## config.mk

```make
export PLATFORM = sky130hd
export DESIGN_NAME = simple_merger_flat
export DESIGN_NICKNAME = d
export VERILOG_FILES = /design/src/rtl/simple_merger_if.sv /design/src/rtl/simple_merger.sv /design/src/flat_wrapper.sv
export SDC_FILE = /design/constraint.sdc
export NUM_CORES = 1
export LEC_CHECK = 0
export CAP_MARGIN = 20
export CELL_PAD_IN_SITES_DETAIL_PLACEMENT = 1
export CELL_PAD_IN_SITES_GLOBAL_PLACEMENT = 2
export CORE_MARGIN = 1
export CORE_UTILIZATION = 25
export CTS_BUF_LIST = sky130_fd_sc_hd__clkbuf_4
export CTS_CLUSTER_DIAMETER = 120
export CTS_CLUSTER_SIZE = 20
export DETAILED_ROUTE_END_ITERATION = 6
export GPL_TIMING_DRIVEN = 0
export HOLD_SLACK_MARGIN = 0.05
export PLACE_DENSITY_LB_ADDON = 0.1
export SKIP_LAST_GASP = 1
export SLEW_MARGIN = 15
export SYNTH_ARGS = -nofsm -noshare
export SYNTH_HDL_FRONTEND = slang
export SYNTH_SLANG_ARGS = --single-unit
```

## constraint.sdc

```tcl
create_clock -name clk -period 2.4 [get_ports clk]
set_input_delay 0.48 -clock clk [delete_from_list [all_inputs] [get_ports clk]]
set_output_delay 0.48 -clock clk [all_outputs]
set_load 0.01 [all_outputs]
```

## src/rtl/simple_merger_if.sv

```systemverilog
// Handshake bundle between four sources, the merger and one downstream sink.
interface simple_merger_if #(
   parameter int unsigned DATA_WIDTH = 32
);
   logic [DATA_WIDTH-1:0] din0;
   logic [DATA_WIDTH-1:0] din1;
   logic [DATA_WIDTH-1:0] din2;
   logic [DATA_WIDTH-1:0] din3;
   logic                  din_en0;
   logic                  din_en1;
   logic                  din_en2;
   logic                  din_en3;
   logic                  din_rdy0;
   logic                  din_rdy1;
   logic                  din_rdy2;
   logic                  din_rdy3;
   logic [DATA_WIDTH-1:0] dout;
   logic                  dout_en;
   logic [1:0]            dout_addr;
   logic                  dout_rdy;

   // Environment side: drives sources and downstream ready.
   modport master (
      output din0, din1, din2, din3,
      output din_en0, din_en1, din_en2, din_en3,
      input  din_rdy0, din_rdy1, din_rdy2, din_rdy3,
      input  dout, dout_en, dout_addr,
      output dout_rdy
   );

   // Merger side.
   modport slave (
      input  din0, din1, din2, din3,
      input  din_en0, din_en1, din_en2, din_en3,
      output din_rdy0, din_rdy1, din_rdy2, din_rdy3,
      output dout, dout_en, dout_addr,
      input  dout_rdy
   );
endinterface

```

## src/rtl/simple_merger.sv

```systemverilog
// Four-source round-robin merger: one single-entry buffer per source feeding
// one registered output slot tagged with the source index.
module simple_merger #(
   parameter int unsigned DATA_WIDTH = 32
) (
   input logic           clk,
   input logic           rst,
   simple_merger_if.slave bus
);
   localparam int unsigned NUM_SRC = 4;
   localparam int unsigned IDX_W   = 2;

   logic [DATA_WIDTH-1:0] din    [NUM_SRC];
   logic [DATA_WIDTH-1:0] data_q [NUM_SRC];
   logic [NUM_SRC-1:0]    en;
   logic [NUM_SRC-1:0]    rdy;
   logic [NUM_SRC-1:0]    acc;
   logic [NUM_SRC-1:0]    full;
   logic [IDX_W-1:0]      ptr;
   logic [IDX_W-1:0]      idx;
   logic [IDX_W-1:0]      gnt_idx;
   logic                  gnt_vld;
   logic                  out_free;
   logic                  grant;
   logic [DATA_WIDTH-1:0] dout_q;
   logic [IDX_W-1:0]      dout_addr_q;
   logic                  dout_en_q;

   // Flatten the interface into indexable arrays.
   always_comb begin
      din[0] = bus.din0;
      din[1] = bus.din1;
      din[2] = bus.din2;
      din[3] = bus.din3;
      en     = {bus.din_en3, bus.din_en2, bus.din_en1, bus.din_en0};
   end

   // Ready depends only on buffer state and reset, never on dout_rdy.
   assign rdy          = ~full & {NUM_SRC{~rst}};
   assign acc          = en & rdy;
   assign bus.din_rdy0 = rdy[0];
   assign bus.din_rdy1 = rdy[1];
   assign bus.din_rdy2 = rdy[2];
   assign bus.din_rdy3 = rdy[3];
   assign bus.dout      = dout_q;
   assign bus.dout_addr = dout_addr_q;
   assign bus.dout_en   = dout_en_q;

   // Round-robin search: first full buffer starting at ptr.
   always_comb begin
      gnt_vld = 1'b0;
      gnt_idx = ptr;
      idx     = ptr;
      for (int unsigned i = 0; i < NUM_SRC; i++) begin
         idx = IDX_W'(ptr + IDX_W'(i));
         if (!gnt_vld && full[idx]) begin
            gnt_vld = 1'b1;
            gnt_idx = idx;
         end
      end
   end

   assign out_free = ~dout_en_q | bus.dout_rdy;
   assign grant    = out_free & gnt_vld;

   // Buffer payload capture; contents are only meaningful while full is set.
   always_ff @(posedge clk) begin
      for (int unsigned n = 0; n < NUM_SRC; n++) begin
         if (acc[n]) data_q[n] <= din[n];
      end
   end

   // Full flags, output slot and arbitration pointer.
   always_ff @(posedge clk) begin
      if (rst) begin
         full        <= '0;
         ptr         <= '0;
         dout_q      <= '0;
         dout_addr_q <= '0;
         dout_en_q   <= 1'b0;
      end else begin
         for (int unsigned n = 0; n < NUM_SRC; n++) begin
            if (grant && gnt_idx == IDX_W'(n)) full[n] <= 1'b0;
            if (acc[n])                        full[n] <= 1'b1;
         end
         if (out_free) begin
            if (gnt_vld) begin
               dout_q      <= data_q[gnt_idx];
               dout_addr_q <= gnt_idx;
               dout_en_q   <= 1'b1;
               ptr         <= IDX_W'(gnt_idx + IDX_W'(1));
            end else begin
               dout_q      <= '0;
               dout_addr_q <= '0;
               dout_en_q   <= 1'b0;
            end
         end
      end
   end
endmodule

```

## src/flat_wrapper.sv

```systemverilog
// flat-port wrapper written by rule: the top's interface ports become plain ports
module simple_merger_flat 
#(
   parameter int unsigned DATA_WIDTH = 32
)
  (clk, rst, bus_din0, bus_din1, bus_din2, bus_din3, bus_din_en0, bus_din_en1, bus_din_en2, bus_din_en3, bus_din_rdy0, bus_din_rdy1, bus_din_rdy2, bus_din_rdy3, bus_dout, bus_dout_en, bus_dout_addr, bus_dout_rdy);
  simple_merger_if #(.DATA_WIDTH(DATA_WIDTH)) bus_i ();
  input logic clk;
  input logic rst;
  input wire logic [$bits(bus_i.din0)-1:0] bus_din0;
  input wire logic [$bits(bus_i.din1)-1:0] bus_din1;
  input wire logic [$bits(bus_i.din2)-1:0] bus_din2;
  input wire logic [$bits(bus_i.din3)-1:0] bus_din3;
  input wire logic [$bits(bus_i.din_en0)-1:0] bus_din_en0;
  input wire logic [$bits(bus_i.din_en1)-1:0] bus_din_en1;
  input wire logic [$bits(bus_i.din_en2)-1:0] bus_din_en2;
  input wire logic [$bits(bus_i.din_en3)-1:0] bus_din_en3;
  output wire logic [$bits(bus_i.din_rdy0)-1:0] bus_din_rdy0;
  output wire logic [$bits(bus_i.din_rdy1)-1:0] bus_din_rdy1;
  output wire logic [$bits(bus_i.din_rdy2)-1:0] bus_din_rdy2;
  output wire logic [$bits(bus_i.din_rdy3)-1:0] bus_din_rdy3;
  output wire logic [$bits(bus_i.dout)-1:0] bus_dout;
  output wire logic [$bits(bus_i.dout_en)-1:0] bus_dout_en;
  output wire logic [$bits(bus_i.dout_addr)-1:0] bus_dout_addr;
  input wire logic [$bits(bus_i.dout_rdy)-1:0] bus_dout_rdy;
  assign bus_i.din0 = bus_din0;
  assign bus_i.din1 = bus_din1;
  assign bus_i.din2 = bus_din2;
  assign bus_i.din3 = bus_din3;
  assign bus_i.din_en0 = bus_din_en0;
  assign bus_i.din_en1 = bus_din_en1;
  assign bus_i.din_en2 = bus_din_en2;
  assign bus_i.din_en3 = bus_din_en3;
  assign bus_din_rdy0 = bus_i.din_rdy0;
  assign bus_din_rdy1 = bus_i.din_rdy1;
  assign bus_din_rdy2 = bus_i.din_rdy2;
  assign bus_din_rdy3 = bus_i.din_rdy3;
  assign bus_dout = bus_i.dout;
  assign bus_dout_en = bus_i.dout_en;
  assign bus_dout_addr = bus_i.dout_addr;
  assign bus_i.dout_rdy = bus_dout_rdy;
  simple_merger #(.DATA_WIDTH(DATA_WIDTH)) u_core (.clk(clk), .rst(rst), .bus(bus_i));
endmodule
```

==> impl_metrics.toml <==
[status]
status = "finished clean"

[synth]
netlist_area_sq_um = 6350
synth_area_leaders = "edfxtp_1 61%, dfxtp_1 13%, mux2i_1 10%, o221ai_2 7.1%, nand2_1 1.9%"
synth_cells = 367
yosys_register_bits = 169
yosysSeqAreaShare_pct = 73.5
synth.distinct_cells = 32
synth_fp_nets = 502
synth_top_area_cell = "edfxtp_1"
synth_warnings = 0
synth.top_cell.area_share_pct = 60.5
avgSynthCellArea_sq_um = 17.3

[global_route]
grt-ovfl-total = 0
antenna_found_initial = 2
grt_max_degree = 18
globalRouteTotalUtil_pct = 13.9
grt_pass1_vias = 4399
grt_pass1_wl_um = 26500

[floorplan]
num_rows = 57
chipWidth_um = 161
die_h_um = 161
initial_core_util_pct = 25.8
die-area_sq_um = 26000
design.core.area_sq_um = 24600
ioPinCount = 174

[placement]
dp_hpwl_um = 12500
gp_congestion = 0.716
dp.cells = 868
io_buffers = 173

[flow_run]
maxCapViolCount = 0

[critical_path]
critPathBufInv = 2
crit_path_max_fanout = 9
arrival_ns = 1.73
required_ns = 1.92
path_cells = "buf_6 > nor2_1 > clkdlybuf4s50_1"
crit_type = "reg -> out"
cp-start-kind = "register"
crit_path_max_incr_delay_ns = 0.56
r2r_slack_ns = 0.22
critPathTopFamily = "buffers and inverters"
end_kind = "primary output"
slowest_stage = "clkdlybuf4s50_1"

[power_and_ir_drop]
p_sw_mw = 2.05
p_leak_nw = 3.02
p_seq_share_pct = 50.5
peakVddDrop_v = 0.000291
pwr_density_cell_nw_per_um2 = 788
p_int_mw = 4.96
swShare_pct = 29.2
finalPower_mw = 7.01
clock_power_share_pct = 24.9
combPwrFrac_pct = 24.6

[clock_tree]
clk_pin_slew_ns = 0.16
cts_setup_buffers = 0
cts_sinks = 169
htree_num_levels = 4
cts_hold_buffers = 0
cts_buffer_depth = 2
cts_tree = "built"
numCtsBuffers = 17
cts_root_buffer = "clkbuf_4"
clock_latency_ns = 0.56
ctsResizeCount = 3

[routing]
routed_wl_um = 17500
wl_per_cell_um = 19.3
avgViaCountPerCell = 4.29
ant_nets = 0
vias = 3874
drc = 0
dr.pass1.iters = 5
drtIter0Drc = 133

[timing]
fin_setup_tns_ns = 0
slew_violations = 0
final.period_utilization_pct = 91.9
relSlewSlack_pct = 59.0
min_period_ns = 2.21
tightest_slew_ns = 0.615
fmax_mhz = 453
finClkSkew_ns = 0.0288
hold_viol_final = 0
rsz0062_at_grt = "no"
setup_violations = 0

[layout]
fill_cells = 2551
final_cells = 903
areaGrowthSynthToFinish_pct = 40.0
drive_above_1_share_pct = 16.0
final_nets = 698

[hold_path]
min_path_type = "in -> reg"
==> layer usage <==
metal  routed length [um]  up-vias  GRT usage (%)  part of all wire (%)
met2                 8620      111           23.5                    49
met4                  168        2           3.47                  0.96
met3                 1030       14           4.16                   5.9
met1                 7640     1916           17.4                    44
li1                     -     1831              -                     -
met5                   11        -              0                 0.063
==> flip-flops by register name, summed over array words and instances (netlist names) <==
| signal | count |
|---|---|
| u_core.bus.dout_en | 1 |
| u_core.full | 4 |
| u_core.bus.dout | 32 |
| u_core.bus.dout_addr | 2 |
| u_core.data_q | 128 |
| u_core.ptr | 2 |
==> cell usage in the layout, fill, tap and decap left out, drive strengths merged, types with 3 or more instances in the layout <==
| master | instances |
|---|---|
| mux2i | 64 |
| and2 | 4 |
| inv | 7 |
| a211oi | 3 |
| nor2b | 5 |
| nand2 | 32 |
| edfxtp | 128 |
| o221ai | 32 |
| buf | 22 |
| clkinv | 4 |
| clkdlybuf4s50 | 172 |
| nor2 | 14 |
| diode | 3 |
| dfxtp | 41 |
| clkbuf | 22 |
==> per-stage QoR <==
step / setup slack (ns) / util (%) / cell area, sq um / hold slack (ns)
2_1_floorplan: 0.296 / - / 6350 / 0.503
3_3_place_gp: -1.08 / 34.5 / 8490 / 0.450
3_5_place_dp: -0.222 / 34.9 / 8590 / 0.452
4_1_cts: 0.121 / 36.1 / 8880 / 0.396
5_1_grt: 0.0179 / 36.1 / 8890 / 0.384
6_report: 0.194 / 36.1 / 8890 / 0.463
==> final timing paths <==
check / startpoint / endpoint / cells after the start
worst max-delay path: u_core.full[3]$_SDFFE_PP0P_ / bus_din_rdy3 / 3
worst max register to register: u_core.full[3]$_SDFFE_PP0P_ / u_core.bus.dout[21]$_SDFFE_PP0N_ / 6
worst min register to register: u_core.bus.dout[13]$_SDFFE_PP0N_ / u_core.bus.dout[13]$_SDFFE_PP0N_ / 2
worst min-delay path: bus_din3[23] / u_core.data_q[3][23]$_DFFE_PP_ / 1
==> power groups by stage <==
stage	registers [mW]	logic (mW)	clock network [mW]
5_1_grt	3.58	1.86	1.94
4_1_cts	3.55	1.78	1.84
2_1_floorplan	3.65	0.864	0
6_report	3.54	1.72	1.75
3_3_place_gp	3.61	1.72	0
3_5_place_dp	3.61	1.77	0
==> final cells by class <==
type | count | area [sq um] | area share, %
Antenna cell | 3 | 7.51 | 0.0844
Buffer | 22 | 140 | 1.58
Clock buffer | 18 | 135 | 1.52
Clock inverter | 14 | 160 | 1.80
Multi-Input combinational cell | 176 | 1550 | 17.5
Sequential cell | 169 | 4660 | 52.5
Tap cell | 324 | 405 | 4.56
Timing Repair Buffer | 177 | 1830 | 20.5
==> Yosys cell counts, drive strengths merged <==
library cell  instances
o21ai                 2
a311oi                1
a22oi                 2
edfxtp              128
or4                   1
buf                  18
nand3b                2
clkbuf                4
and4                  1
nor3b                 1
nand2b                1
and2                  4
o311a                 1
nor4                  1
o31ai                 2
xnor2                 1
nor3                  2
a41oi                 1
nor2b                 5
a21oi                 1
nor2                 14
nand2                32
a211oi                3
dfxtp                41
mux2i                64
o21bai                2
o221ai               32
==> logic make-up after synthesis <==
logic type | Yosys count | share of synthesized area, %
mux | 64 | 10.1
flops | 169 | 73.5
xor+xnor | 1 | 0.138
buf+inv | 22 | 2.15
simple gates | 64 | 4.69
compound gates | 47 | 9.46
(Power assumes the default switching activity.)
